<file path="config.mk">
export PLATFORM = sky130hd
export DESIGN_NAME = cmulti_unit_flat
export DESIGN_NICKNAME = d
export VERILOG_FILES = /design/src/rtl/cmulti_unit_if.sv /design/src/rtl/cmulti_unit.sv /design/src/flat_wrapper.sv
export SDC_FILE = /design/constraint.sdc
export NUM_CORES = 2
export LEC_CHECK = 0
export ABC_AREA = 1
export CAP_MARGIN = 20
export CORE_MARGIN = 1
export CORE_UTILIZATION = 45
export DETAILED_ROUTE_END_ITERATION = 10
export GPL_TIMING_DRIVEN = 0
export PLACE_DENSITY = 0.71
export SLEW_MARGIN = 10
export SYNTH_ARGS = -nofsm -noshare
export SYNTH_HDL_FRONTEND = slang
export SYNTH_SLANG_ARGS = --single-unit
</file>
<file path="constraint.sdc">
create_clock -name clk -period 0.8 [get_ports clk]
set_input_delay 0.16 -clock clk [delete_from_list [all_inputs] [get_ports clk]]
set_output_delay 0.16 -clock clk [all_outputs]
set_load 0.05 [all_outputs]
</file>
<file path="src/rtl/cmulti_unit_if.sv">
// Operand/result bundle for the combined integer / binary32 multiplier.
interface cmulti_unit_if;
    logic [31:0] int_input1;
    logic [31:0] int_input2;
    logic [31:0] fp_input1;
    logic [31:0] fp_input2;
    logic [63:0] int_output;
    logic [31:0] fp_output;
    logic        int_mode;

    // Operand source side: drives operands, observes registered results.
    modport master (
        output int_input1, int_input2, fp_input1, fp_input2,
        input  int_output, fp_output, int_mode
    );

    // Multiplier side: consumes operands, drives registered results.
    modport slave (
        input  int_input1, int_input2, fp_input1, fp_input2,
        output int_output, fp_output, int_mode
    );
endinterface

</file>
<file path="src/rtl/cmulti_unit.sv">
// Combined 32x32 unsigned integer and IEEE-754 binary32 multiplier.
// Both products are computed every cycle and registered (1-cycle latency).
// Subnormal inputs are flushed to zero; no subnormal results are produced.
module cmulti_unit (
    input logic        clk,
    input logic        rst_n,
    cmulti_unit_if.slave bus
);

    localparam logic [31:0] QNAN = 32'h7FC0_0000;

    logic        sign_a, sign_b, sign_r;
    logic [7:0]  exp_a, exp_b;
    logic [22:0] frac_a, frac_b;
    logic        nan_a, nan_b, inf_a, inf_b, zero_a, zero_b;
    logic [47:0] sig_prod;
    logic [22:0] mant;
    logic        guard, sticky, round_up;
    logic [23:0] mant_rnd;
    logic signed [10:0] exp_r;
    logic [31:0] fp_next;

    // Field decode and operand classification.
    always_comb begin
        sign_a = bus.fp_input1[31];
        sign_b = bus.fp_input2[31];
        exp_a  = bus.fp_input1[30:23];
        exp_b  = bus.fp_input2[30:23];
        frac_a = bus.fp_input1[22:0];
        frac_b = bus.fp_input2[22:0];
        sign_r = sign_a ^ sign_b;
        nan_a  = (exp_a == 8'hFF) && (frac_a != '0);
        nan_b  = (exp_b == 8'hFF) && (frac_b != '0);
        inf_a  = (exp_a == 8'hFF) && (frac_a == '0);
        inf_b  = (exp_b == 8'hFF) && (frac_b == '0);
        zero_a = (exp_a == 8'h00);
        zero_b = (exp_b == 8'h00);
    end

    // Significand product, normalization, round-to-nearest-even and special-case selection.
    always_comb begin
        sig_prod = {24'd0, 1'b1, frac_a} * {24'd0, 1'b1, frac_b};
        exp_r    = 11'(signed'({3'd0, exp_a})) + 11'(signed'({3'd0, exp_b})) - 11'sd127;
        if (sig_prod[47]) begin
            mant   = sig_prod[46:24];
            guard  = sig_prod[23];
            sticky = |sig_prod[22:0];
            exp_r  = exp_r + 11'sd1;
        end else begin
            mant   = sig_prod[45:23];
            guard  = sig_prod[22];
            sticky = |sig_prod[21:0];
        end
        round_up = guard & (sticky | mant[0]);
        mant_rnd = {1'b0, mant} + {23'd0, round_up};
        // A carry out of rounding leaves the fraction all zero; only the exponent moves.
        if (mant_rnd[23]) begin
            exp_r = exp_r + 11'sd1;
        end

        fp_next = {sign_r, exp_r[7:0], mant_rnd[22:0]};
        if (nan_a || nan_b) begin
            fp_next = QNAN;
        end else if ((inf_a && zero_b) || (inf_b && zero_a)) begin
            fp_next = QNAN;
        end else if (inf_a || inf_b) begin
            fp_next = {sign_r, 8'hFF, 23'd0};
        end else if (zero_a || zero_b) begin
            fp_next = {sign_r, 31'd0};
        end else if (exp_r >= 11'sd255) begin
            fp_next = {sign_r, 8'hFF, 23'd0};
        end else if (exp_r <= 11'sd0) begin
            fp_next = {sign_r, 31'd0};
        end
    end

    // Result registers; asynchronous clear discards anything in flight.
    always_ff @(posedge clk or negedge rst_n) begin
        if (!rst_n) begin
            bus.int_output <= '0;
            bus.fp_output  <= '0;
            bus.int_mode   <= 1'b0;
        end else begin
            bus.int_output <= {32'd0, bus.int_input1} * {32'd0, bus.int_input2};
            bus.fp_output  <= fp_next;
            bus.int_mode   <= (bus.int_input1 != '0) || (bus.int_input2 != '0);
        end
    end

endmodule

</file>
<file path="src/flat_wrapper.sv">
// flat-port wrapper written by rule: the top's interface ports become plain ports
module cmulti_unit_flat 
  (clk, rst_n, bus_int_input1, bus_int_input2, bus_fp_input1, bus_fp_input2, bus_int_output, bus_fp_output, bus_int_mode);
  cmulti_unit_if bus_i ();
  input logic clk;
  input logic rst_n;
  input wire logic [$bits(bus_i.int_input1)-1:0] bus_int_input1;
  input wire logic [$bits(bus_i.int_input2)-1:0] bus_int_input2;
  input wire logic [$bits(bus_i.fp_input1)-1:0] bus_fp_input1;
  input wire logic [$bits(bus_i.fp_input2)-1:0] bus_fp_input2;
  output wire logic [$bits(bus_i.int_output)-1:0] bus_int_output;
  output wire logic [$bits(bus_i.fp_output)-1:0] bus_fp_output;
  output wire logic [$bits(bus_i.int_mode)-1:0] bus_int_mode;
  assign bus_i.int_input1 = bus_int_input1;
  assign bus_i.int_input2 = bus_int_input2;
  assign bus_i.fp_input1 = bus_fp_input1;
  assign bus_i.fp_input2 = bus_fp_input2;
  assign bus_int_output = bus_i.int_output;
  assign bus_fp_output = bus_i.fp_output;
  assign bus_int_mode = bus_i.int_mode;
  cmulti_unit u_core (.clk(clk), .rst_n(rst_n), .bus(bus_i));
endmodule
</file>
==> results.cfg <==
[floorplan]
die_y_um = 366.5
start_util_pct = 45.43
dieWidth_um = 366.5
ioPinCount = 227
design.die.area_um2 = 134400
coreArea_um2 = 131600
num_rows = 133

[clock_tree]
cts_buffers = 9
path_clk_slew_ps = 80
cts_tree = done
cts_max_level = 3
clock-sinks = 97
clock_path_buffers = 2
root_buffer = clkbuf_16

[synthesis]
synth_top_family_by_area = adder cells
synthCells = 7867
syn_area_per_cell_um2 = 7.602
async_reset_ff_share_pct = 100.0
muxShareOfSynthArea_pct = 0
synthSimpleGateAreaFrac_pct = 19.11
synthFlopType = dfrtp_1
ys_types = 56
seq_area_frac_synth_pct = 4.059
synth_area_um2 = 59800
synthXorXnorAreaFrac_pct = 1.435
synth_fp_nets = 9824
synth_edf_count = 0
synth-seq-cells = 97
synth_compound_area_share_pct = 2.408
synthAdderAreaFrac_pct = 55.54
yosys_warnings = 0

[placed_design]
hpwl_mm = 196.4
port_buffers = 158
placed_area_um2 = 66850
place_congestion = 1.058
dp_slack_ps = -8912

[worst_setup_path]
crit_path_end_kind = flip-flop
crit_cells = 45
endpoint = u_core.bus.fp_output[3]
cp.arrival_ps = 7980
path_buf_inv = 12
crit_fanout = 8
startpoint_type = input pin
critPathMaxStageDelay_ps = 560
startpoint = bus_fp_input1[10]
critPathKind = in -> reg
cp.required_ps = 1060
critPathSlowestCell = fa_2
crit_family = adder cells
cpMostUsedCell = nand2_2

[status]
status = finished, violations left
failed_checks = negative hold slack, negative setup slack

[global_routing]
grt_usage_pct = 36.77
grt_pass1_wl_mm = 363.2
grt_pass1_vias = 57349
grt.overflow.total = 0
antenna_found_initial = 8
grt_max_degree = 56

[layout]
layout_common_cells = 2,265 x inv_1, 2,141 x nand2_1, 1,263 x fa_1
nets = 10458
syn_to_final_growth_pct = 29.96
layout-drive-gt1-share_pct = 20.19
final.fill_count = 11407
stdcell_area_um2 = 77720
mostFrequentLayoutCell = inv_1
fin_util_pct = 59.04

[route]
drt-total-wl_mm = 245.1
wire_per_inst_um = 23.87
route.detailed.drc = 0
viasPerCell = 5.344
drt_iter0_markers = 5394
drt-pass1-iter-count = 6
dr_total_vias = 54865
ant_nets = 0

[sta]
setup_slack_ps = -6918
holdWs_ps = -194.3
hold_viol = 42
clock.fmax_mhz = 129.6
slew_headroom_pct = 25.84
rsz0062_at_grt = true
drv_slew = 0
finalSetupViolCount = 193
finalCriticalPeriod_ps = 7718
tightest_slew_ps = 1104
fin_crit_sh_pct = 964.7

[worst_hold_path]
hp-class = in -> async

[job]
timing.max_cap.violations = 0
-- sequential cells by signal, indices dropped and copies added (netlist names) --
| register | count |
|---|---|
| u_core.bus.fp_output | 32 |
| u_core.bus.int_mode | 1 |
| u_core.bus.int_output | 64 |
-- synth_stat cells, types with 13 or more instances --
| master | number | area [um^2] |
|---|---|---|
| nor4_1 | 33 | 206.5 |
| nand2_1 | 2319 | 8705 |
| xnor2_1 | 34 | 297.8 |
| nor2_1 | 208 | 780.8 |
| nor3_1 | 13 | 65.06 |
| nand3_1 | 139 | 695.7 |
| dfrtp_1 | 97 | 2427 |
| nand2_2 | 24 | 150.1 |
| fa_1 | 1379 | 27610 |
| nor2_4 | 17 | 191.4 |
| ha_1 | 448 | 5605 |
| xor2_1 | 64 | 560.5 |
| clkbuf_1 | 352 | 1321 |
| inv_1 | 2380 | 8934 |
| a31oi_1 | 37 | 231.5 |
| inv_2 | 13 | 48.80 |
| nand4_1 | 41 | 256.5 |
| a21oi_1 | 115 | 575.6 |
| o21ai_0 | 48 | 240.2 |
| nor2_2 | 14 | 87.58 |
-- logic make-up after synthesis --
kind of cell	count (synthesis)
fa+ha+maj	1827
compound gates	249
flops	97
buf+inv	2758
xor+xnor	98
simple gates	2838
-- what timing repair did --
item | in CTS | in global routing
resized for setup | 1430 | 393
setup endpoints to repair | 192 | 193
endpoints found under the hold margin | 42 | 42
setup buffers | 381 | 100
gates cloned | 11 | 3
pin swaps | 308 | 224
-- metrics by stage --
step                setup TNS [ps]  cells
detailed placement         -695190   9781
floorplan                  -489660   7867
global route               -631660  10265
CTS                        -606470  10175
global placement          -1098600   9780
finish                     -613910  10267
-- metal layers --
metal	GRT usage, %	part of all wire, %
met1	45.90	37
met2	57.73	44
met3	9.017	11
met4	22.01	8.0
met5	0	0.020
-- how the worst min path moves through the flow --
stage,to,cells past startpoint
floorplan,u_core.bus.fp_output[0],0
global route,u_core.bus.fp_output[26],1
CTS,u_core.bus.fp_output[26],1
detailed placement,u_core.bus.fp_output[29],1
global placement,u_core.bus.int_mode,4
finish,u_core.bus.fp_output[29],1
-- final cells by class --
| type | count | area, um^2 | share of cell area (%) |
|---|---|---|---|
| flip-flops and latches | 97 | 2444 | 3.144 |
| inverters | 2394 | 9001 | 11.58 |
| repair buffers | 625 | 6206 | 7.985 |
| well taps | 1755 | 2196 | 2.825 |
| clock inverters | 5 | 47.55 | 0.06118 |
| diodes | 6 | 15.01 | 0.01932 |
| multi-input cells | 5012 | 50690 | 65.22 |
| plain buffers | 362 | 6880 | 8.853 |
| clock buffers | 11 | 242.7 | 0.3123 |
Power is left out: the tool's default activity adds up to more than one toggle a clock period on the data nets, which glitch-free logic cannot reach.
